### src/rtl/deposito_bomba.sv
// Water-tank pump controller: accepts a dose request on the BombaAgua rising edge.
// It waits for the heater, then pumps one unit every CICLOS_POR_UNIDADE cycles and deducts each unit from the tank level.
module deposito_bomba #(
  parameter int CAPACIDADE         = 20,
  parameter int CICLOS_POR_UNIDADE = 2,
  parameter int TIMEOUT_AQUECER    = 15
) (
  input  logic       Clock,
  input  logic       Reset,
  input  logic       BombaAgua,
  input  logic [3:0] TempoDeAgua,
  input  logic       Termobloco,
  input  logic       Refill,
  output logic       Valvula,
  output logic       Concluido,
  output logic [4:0] NivelDeposito,
  output logic       DepositoVazio,
  output logic       Erro,
  output logic [1:0] EstadoBomba
);

  localparam int WW = $clog2(TIMEOUT_AQUECER + 1) + 1;

  typedef enum logic [1:0] {
    REPOUSO        = 2'b00,
    ESPERA_AQUECER = 2'b01,
    BOMBEAR        = 2'b10,
    ERRO           = 2'b11
  } estado_t;

  estado_t       state_q, state_d;
  logic [4:0]    lvl_q, lvl_d;
  logic [3:0]    dose_q, dose_d;
  logic [3:0]    sub_q, sub_d;
  logic [WW-1:0] wait_q, wait_d;
  logic          bomba_q;
  logic          conc_q, conc_d;
  logic          rise;

  assign rise = BombaAgua & ~bomba_q;

  always_ff @(posedge Clock) begin
    if (Reset) begin
      state_q <= REPOUSO;
      lvl_q   <= 5'(CAPACIDADE);
      dose_q  <= '0;
      sub_q   <= '0;
      wait_q  <= '0;
      bomba_q <= 1'b0;
      conc_q  <= 1'b0;
    end else begin
      state_q <= state_d;
      lvl_q   <= lvl_d;
      dose_q  <= dose_d;
      sub_q   <= sub_d;
      wait_q  <= wait_d;
      bomba_q <= BombaAgua;
      conc_q  <= conc_d;
    end
  end

  always_comb begin
    state_d = state_q;
    lvl_d   = lvl_q;
    dose_d  = dose_q;
    sub_d   = sub_q;
    wait_d  = wait_q;
    conc_d  = 1'b0;
    // Refill is honoured everywhere except while the pump is running.
    if (Refill && state_q != BOMBEAR) lvl_d = 5'(CAPACIDADE);
    case (state_q)
      REPOUSO: begin
        sub_d  = '0;
        wait_d = '0;
        if (rise) begin
          dose_d = TempoDeAgua;
          // Compared against the pre-refill level even when Refill coincides.
          if (TempoDeAgua == 4'd0)                  conc_d  = 1'b1;
          else if ({1'b0, TempoDeAgua} > lvl_q)     state_d = ERRO;
          else if (Termobloco)                      state_d = BOMBEAR;
          else                                      state_d = ESPERA_AQUECER;
        end
      end
      ESPERA_AQUECER: begin
        if (!BombaAgua)                             state_d = REPOUSO;
        else if (Termobloco)                        state_d = BOMBEAR;
        else if (wait_q == WW'(TIMEOUT_AQUECER))    state_d = ERRO;
        else                                        wait_d  = wait_q + 1'b1;
      end
      BOMBEAR: begin
        if (!BombaAgua) begin
          state_d = REPOUSO;
          sub_d   = '0;
        end else if (sub_q == 4'(CICLOS_POR_UNIDADE - 1)) begin
          sub_d  = '0;
          lvl_d  = (lvl_q == 5'd0) ? 5'd0 : lvl_q - 5'd1;
          dose_d = (dose_q == 4'd0) ? 4'd0 : dose_q - 4'd1;
          if (dose_q <= 4'd1) begin
            conc_d  = 1'b1;
            state_d = REPOUSO;
          end
        end else begin
          sub_d = sub_q + 4'd1;
        end
      end
      ERRO: begin
        wait_d = '0;
        if (Refill) state_d = REPOUSO;
      end
      default: state_d = REPOUSO;
    endcase
  end

  assign Valvula       = (state_q == BOMBEAR);
  assign Erro          = (state_q == ERRO);
  assign EstadoBomba   = state_q;
  assign NivelDeposito = lvl_q;
  assign DepositoVazio = (lvl_q == 5'd0);
  assign Concluido     = conc_q;

endmodule

### config.mk
export PLATFORM = sky130hd
export DESIGN_NAME = deposito_bomba
export DESIGN_NICKNAME = d
export VERILOG_FILES = /design/src/rtl/deposito_bomba.sv
export SDC_FILE = /design/constraint.sdc
export NUM_CORES = 1
export LEC_CHECK = 0
export ABC_CLOCK_PERIOD_IN_PS = 5500
export CELL_PAD_IN_SITES_DETAIL_PLACEMENT = 1
export CELL_PAD_IN_SITES_GLOBAL_PLACEMENT = 1
export CORE_ASPECT_RATIO = 1.75
export CORE_UTILIZATION = 30
export CTS_BUF_LIST = sky130_fd_sc_hd__clkbuf_8 sky130_fd_sc_hd__clkbuf_16
export CTS_CLUSTER_SIZE = 28
export DETAILED_ROUTE_END_ITERATION = 16
export PLACE_DENSITY_LB_ADDON = 0.1
export REMOVE_ABC_BUFFERS = 1
export SETUP_SLACK_MARGIN = 0.4
export SKIP_LAST_GASP = 1
export SLEW_MARGIN = 20
export SYNTH_ARGS = -nofsm -noshare
export SYNTH_HDL_FRONTEND = slang
export SYNTH_SLANG_ARGS = --single-unit
### constraint.sdc
create_clock -name Clock -period 5.5 [get_ports Clock]
set_clock_uncertainty 0.2 [all_clocks]
set_input_delay 1.1 -clock Clock [delete_from_list [all_inputs] [get_ports Clock]]
set_output_delay 1.1 -clock Clock [all_outputs]
set_load 0.03 [all_outputs]
==> results, run 1 <==
- Once the clock tree was built, the setup fixing pass inserted 0 buffers.
- The via count of the first global-routing pass is around 1300.
- The first-pass iteration count of the detailed router is 2.
- The net switching power figure is slightly above 200 uW.
- The floorplan step defined a die boundary enclosing between 0.004 and 0.005 mm2.
- The count of final setup violators is 0.
- By startpoint and endpoint, the worst setup path is classified as register to output port.
- For this design the top-level I/O count stands at 20.
- Setup repair after global routing left no endpoint under its margin.
- Adding up every negative setup slack in the final design gives 0 ns.
- The launching instance or port of the critical path is NivelDeposito[0].
- The global placer's final weighted congestion is 0.719.
- The worst setup path is launched from a register.
- Cells with a size suffix above 1 make up under 10% of the layout.
- The share of total power dissipated in the clock network is between 20% and 30%.
- The routing usage on met3 is between 2 and 2.5%.
- The startpoint identified for the worst register-to-register timing path is EstadoBomba[0].
- The filler cell count is ~520.
- Walking the worst path, the cells encountered are inv_1 > ha_1 > or3b_2 > nor2_1 > clkdlybuf4s50_1.
- Combinational cells account for between 30 and 40% of the total power.
- The mapped netlist covers about 0.0013 mm2.
- The nature of the critical path endpoint is an output port.
- The via density per instance is between 5 and 6.
- The count of mapped cells out of synthesis is approximately 160.
- In the final design database the tool counted 205 nets.
- The transition time at the pin with the least slew margin is ~0.85 ns.
- The core area is approximately 0.0042 mm2.
- The total of hold buffers inserted after clock tree synthesis is 0.
- Across the run, the number of max-cap violations was 0.
- The routed design could run at a clock period as short as 3.48 ns.
- No sink is reached through more buffers than the 2 on the longest clock path.
- The synthesized design contains 22 register bits.
- The switching share of power is 36.4%.
- The post-placement worst setup slack is ~2.3 ns.
- Clock tree synthesis selected as its root buffer the cell clkbuf_8.
- The slowest stage cell on the critical path is clkdlybuf4s50_1.
- The port buffer count is 19.
- The final critical-path share of the clock period is a little over three fifths.
- The number of enable flip-flop cells after synthesis is 0.
- The number of remaining DRC errors is 0.
- The die width is around 52 um.
- The number of endpoints with negative hold slack in the final report is 0.
- Row generation in the floorplan step produced 31 rows.
- The starting density of the core is between 30% and 40%.
- After global routing the overflow that remains totals 0.
- Counting every sink on the clock net gives 22.
- On the worst path, the slowest cell contributes a delay of 0.69 ns.
- The class of the tightest hold or removal check is register to register.
- In this run the number of H-tree levels came out at 1.
- The global-route layer with the greatest usage is met2.
- The TritonCTS clock tree is done.
- The half-perimeter wire length after placement is about 2800 um.
- The worst hold path begins at wait_q[4].
- The overall global routing resource usage is around 17%.
- The clock-pin slew on the worst setup and hold paths is 0.09 ns.
- The repair_antennas step left the layout with diodes totalling 0.
- Data arrives at the worst endpoint at 2.18 ns.
- The detail route stage leaves a number of antenna-violating nets equal to 0.
- The clock latency on the worst-skew pair is 0.27 ns.
- The first global-routing pass estimated 5870 um of wire.
- Once the clock tree was built, the resizer swapped 0 gates to a different size.
- In the global route stage, met1 resource usage came out at about 17%.
- The worst slew slack as a fraction of its limit is between 40% and 50%.
- The via count is between 1000 and 1500.
- In the final routed layout, each cell accounts on average for approximately 15 um.
- The average instance in the mapped netlist occupies approximately 8 um2.
- VDD sags by at most roughly 140 uV.
- The wire length after detailed routing is between 3000 and 4000 um.
- The run finished with clean final reports.
- Of all flip-flops after synthesis, the portion carrying an async set or reset was 0%.
- The number of DRC violations after detailed-routing iteration 0 is 9.
- Buffers inserted during clock tree synthesis total 3.
- The cell area power density is roughly 340 mW/mm2.
- The total count of max-transition violations in the final report is 0.
- The endpoint required time on the critical path is around 4.2 ns.
- The count of cell types in the netlist is between 40 and 50.
- The part of the power in registers is roughly a third.
- The height of the die is approximately 90 um.
- The most used flip-flop cell after synthesis is dfxtp_1.
- In this run the worst path has a maximum fanout of 4.
- The number of synthesis warnings is 0.
- Hold is met by ~0.30 ns.
- The internal portion of the total power is about 350 uW.
- The pin count of the biggest net entering global routing is 23.
- The initial antenna violation count was 0.
- In this run the static leakage power is approximately 0.64 nW.
- The area overhead of the layout relative to synthesis is 23.4%.
- The achievable clock frequency is ~290 MHz.
- For met2 alone, demand over resource in global routing was 31.8%.
- Once routing completed, OpenROAD measured the worst setup slack at approximately 2.0 ns.
- After synthesis, flip-flops and latches occupy between 30% and 40% of the total area.
## kinds of logic (layout without fill, tap and decap cells)
kind of cell / after synthesis / after routing / synth area share (%)
and+or+nand+nor: 69 / 69 / 29.5
AOI/OAI and AO/OA: 41 / 41 / 19.6
DFF: 22 / 22 / 33.0
buffers and inverters: 15 / 35 / 4.22
adders and majority gates: 13 / 13 / 12.2
muxes: 2 / 2 / 1.50
## per-stage QoR
stage	power, mW	cells	area, um2	util, %
6_report	0.558	231	1650	39.3
5_1_grt	0.598	231	1650	39.3
4_1_cts	0.567	231	1650	39.3
3_5_place_dp	0.410	227	1570	37.6
3_3_place_gp	0.402	227	1570	37.6
2_1_floorplan	0.343	159	1320	-
## cell type report
cell class	instances	area (um2)	share of cell area (%)
Clock buffer	3	41.3	2.51
Clock inverter	1	30.0	1.83
Inverter	12	45.0	2.74
Multi-Input combinational cell	125	837	50.9
Sequential cell	22	440	26.8
Tap cell	49	61.3	3.73
Timing Repair Buffer	19	190	11.6
## per-layer routing
layer / vias up / wire length (um) / part of all wire (%)
li1: 612 / - / -
met1: 598 / 1290 / 37
met2: 19 / 2060 / 59
met3: 5 / 102 / 2.9
met4: 0 / 48 / 1.4
met5: - / 0 / 0
## cells in the mapped netlist, types with 3 or more instances
cell type / instances / area share [%]
ha_1: 13 / 12
o21ai_0: 10 / 3.8
nor2b_1: 5 / 2.3
nor3_1: 4 / 1.5
a21oi_1: 13 / 4.9
nand2b_1: 3 / 1.4
dfxtp_1: 22 / 33
nand3_1: 8 / 3.0
nand2_1: 6 / 1.7
clkbuf_1: 3 / 0.84
nor2_1: 22 / 6.2
inv_1: 12 / 3.4
## critical path: cells and delay by family (launching register included)
kind                     cells  cell delay (ns)
adder cells (fa/ha/maj)      1             0.19
buffers and inverters        2             0.78
flip-flops                   1             0.34
AND/OR/NAND/NOR              2             0.60
## sequential cells by signal, indices dropped and copies added (netlist names)
name / cells
EstadoBomba: 2
bomba_q: 1
Concluido: 1
dose_q: 4
sub_q: 4
NivelDeposito: 5
wait_q: 5
## cell usage in the layout (no fill, tap or decap), types with 2 or more instances in the layout
cell             netlist  layout
dfxtp_1               22      22
nor2_1                22      22
clkdlybuf4s50_1        0      19
a21oi_1               13      13
ha_1                  13      13
inv_1                 12      12
o21ai_0               10      10
nand3_1                8       8
nand2_1                6       6
nor2b_1                5       5
nor3_1                 4       4
nand2b_1               3       3
clkbuf_8               0       3
and2b_1                2       2
a22oi_1                2       2
mux2i_1                2       2
o22ai_1                2       2
a21o_1                 2       2
or3_1                  2       2
o211ai_1               2       2
## path summary, 6_finish.rpt
check	endpoint	slack, ns	cells past startpoint
max reg2reg	dose_q[0]	3.19	7
min reg2reg	wait_q[4]	0.30	2
max	DepositoVazio	2.02	5
min	wait_q[4]	0.30	2
## power groups by stage
stage          combinational (mW)  sequential [mW]  clock [mW]
6_report                    0.206            0.194       0.157
5_1_grt                     0.233            0.198       0.168
4_1_cts                     0.212            0.195       0.161
3_5_place_dp                0.211            0.199           0
3_3_place_gp                0.206            0.197           0
2_1_floorplan               0.140            0.203           0
No activity file was read; power rests on OpenSTA's default activity.
==> inputs of run 2 (changes only) <==
--- a/config.mk
+++ b/config.mk
@@ -5,7 +5,7 @@
 export SDC_FILE = /design/constraint.sdc
 export NUM_CORES = 1
 export LEC_CHECK = 0
-export ABC_CLOCK_PERIOD_IN_PS = 5500
+export ABC_CLOCK_PERIOD_IN_PS = 3270
 export CELL_PAD_IN_SITES_DETAIL_PLACEMENT = 1
 export CELL_PAD_IN_SITES_GLOBAL_PLACEMENT = 1
 export CORE_ASPECT_RATIO = 1.75
==> constraint.sdc (replaced) <==
create_clock -name Clock -period 3.27 [get_ports Clock]
set_clock_uncertainty 0.2 [all_clocks]
set_input_delay 0.654 -clock Clock [delete_from_list [all_inputs] [get_ports Clock]]
set_output_delay 0.654 -clock Clock [all_outputs]
set_load 0.03 [all_outputs]
==> run 2 against run 1 <==
Non-clock buffer count up 2; worst setup slack worse by 1.5 ns; global-route usage down 0.12 points; die area unchanged; cell count up 0.87%; register-to-register slack worse by 2.3 ns; clock-buffer cell count unchanged; utilization up 0.36 points; design area up 0.91%; highest routed layer unchanged.
==> results, run 2 (synthesized netlist as in run 1, its figures left out) <==
- The die width is around 52 um.
- CTS saw 22 sinks.
- The H-tree depth reported by CTS is 1.
- The cell area power density is 573 mW/mm2.
- The achievable clock frequency is between 300 and 400 MHz.
- Compared with the post-synthesis result, the final layout area differs by 24.5%.
- The routed layout has approximately 1300 vias.
- The worst hold margin is between 0.3 and 0.4 ns.
- The clock tree buffer depth is 2.
- TritonCTS built the clock tree.
- The flow ran to the end, and the final reports show no timing, DRC or antenna violations.
- The tree is rooted in a clkbuf_8.
- The core region is between 0.004 and 0.005 mm2.
- Traced cell by cell, the critical path runs through inv_1 > ha_1 > or3b_2 > nor2_1 > clkdlybuf4s15_1.
- In this run the worst path has a maximum fanout of 4.
- The number of DRC violations after detailed-routing iteration 0 is 9.
- The biggest cell delay along the critical path is about 0.46 ns.
- Counting cells, the worst reg-to-reg path comes to 8.
- Along the worst hold path, the cell count comes to 2.
- Counting I/O delays and the setup requirement, the final critical path takes roughly 2.7 ns.
- The via count of the first global-routing pass is 1313.
- The worst setup path is captured at an output port.
- Setup violations remaining at the end of the flow were counted as 0.
- The tool flagged a number of max-cap violations equal to 0.
- The endpoint identified for the worst register-to-register timing path is dose_q[3].
- The first-pass iteration count of the detailed router is 4.
- STA puts the critical path data required time at 2.42 ns.
- The launching instance or port of the critical path is NivelDeposito[0].
- Across every metal layer, demand over resource in global routing totals between 10% and 20%.
- The repair_antennas step left the layout with diodes totalling 0.
- The number of endpoints with negative hold slack in the final report is 0.
- The via density per instance is roughly 5.4.
- The path class of the tightest hold or removal check is register to register.
- The overflow left after global routing is 0.
- The final critical-path share of the clock period is 84.0%.
- The initial utilization of the core area, before any placement, comes to 31.8%.
- In this run the core area contains 31 standard-cell rows.
- The initial antenna violation count is 0.
- The peak supply drop is between 200 and 250 uV.
- The worst hold path terminates at wait_q[0].
- The floorplan step set the die height to ~90 um.
- The slack of the worst reg-to-reg path is just under 0.9 ns.
- The congestion estimate from routability-driven global placement came to 0.689.
- The kind of critical path is register to output port.
- For this block, the routed nets add up to ~3600 um of wire.
- The pin count of the biggest net entering global routing is 16.
- At the pin with the least slew margin, the transition time is 0.622 ns.
- The port buffer count is 19.
- At the end of the flow, the number of nets in the layout was 207.
- The clock-pin slew on the worst setup and hold paths is ~0.090 ns.
- The slowest stage cell on the critical path is or3b_2.
- The post-route setup TNS is 0 ns.
- STA classifies the critical path startpoint as a register.
- In this run the critical register-to-register path is launched from EstadoBomba[0].
- The start point of the worst min-delay path is wait_q[0].
- The floorplan step defined a die boundary enclosing about 0.0047 mm2.
- The top cell types in the final layout, fill and taps aside, are dfxtp_1 (22), nor2_1 (22), clkdlybuf4s50_1 (18).
- The total count of max-transition violations in the final report is 0.
- The total of hold buffers inserted after clock tree synthesis is 0.
- The routed wire length per instance is 15.4 um.
- The data arrival time of the critical path is 1.89 ns.
- The number of nets with antenna violations after routing is 0.
- The leakage dissipation is about 0.65 nW.
- The CTS buffer count is 3.
- 20 I/O pins were placed.
- Headroom to the max-slew limit came out at 58.4%.
- The half-perimeter wire length after placement is slightly below 3000 um.
- Setup repair after global routing left no endpoint under its margin.
- For the worst-skew pair, the clock arrives at the later sink with an insertion delay of about 0.27 ns.
- The wire length of the first global-routing pass is roughly 5900 um.
- In the routed design, unresolved DRC markers number 0.
- The fraction of final layout cells with drive strength greater than 1 is ~9.2%.
==> run 2: cell types whose count changed in the layout (fill, tap and decap cells not counted), sizes merged <==
cell | before | now
buf | 0 | 2
clkdlybuf4s15 | 0 | 1
clkdlybuf4s50 | 19 | 18
==> run 2: worst max-delay path: cells and delay by family, from the launching register on <==
family,cells,cell delay [ns]
adder cells (fa/ha/maj),1,0.19
buffers and inverters,2,0.47
flip-flops,1,0.35
AND/OR/NAND/NOR,2,0.61
==> run 2: cell type report <==
cell class,instances,area (um2)
fill,515,2530
multi-input combinational,125,837
sequential,22,440
timing repair buffer,21,205
tap,49,61.3
inverter,12,45.0
clock buffer,3,41.3
clock inverter,1,30.0
==> run 2: worst max path at each step <==
stage,end,slack (ns),cells past startpoint
detailed placement,DepositoVazio,0.51,5
CTS,DepositoVazio,0.48,5
floorplan,DepositoVazio,0.81,4
global route,DepositoVazio,0.40,5
finish,DepositoVazio,0.52,5
global placement,DepositoVazio,0.58,5
==> run 2: metrics by stage <==
| step | power, mW | utilization (%) | setup slack, ns | cells | cell area (um2) |
|---|---|---|---|---|---|
| 2_1_floorplan | 0.577 | - | 0.807 | 159 | 1320 |
| 3_5_place_dp | 0.698 | 37.9 | 0.511 | 229 | 1590 |
| 3_3_place_gp | 0.681 | 37.9 | 0.575 | 229 | 1590 |
| 6_report | 0.951 | 39.6 | 0.524 | 233 | 1660 |
| 4_1_cts | 0.967 | 39.6 | 0.484 | 233 | 1660 |
| 5_1_grt | 1.02 | 39.6 | 0.403 | 233 | 1660 |
==> run 2: power by group <==
part,switching (mW),total [mW],internal (mW)
Sequential,0.0319,0.328,0.296
Combinational,0.217,0.358,0.142
Clock,0.101,0.264,0.164
==> run 2: what timing repair did <==
| action | CTS | global route |
|---|---|---|
| setup buffers | 0 | 0 |
| endpoints found under the setup margin | 1 | 1 |
| resized for setup | 1 | 1 |
==> run 2: layer usage <==
layer  global-route usage, %  vias up  routed length, um
met3                    1.35        6                 88
met1                    15.6      622               1330
met2                    33.2       20               2100
met4                    5.48        0                 62
met5                       0        -                  0
li1                        -      617                  -
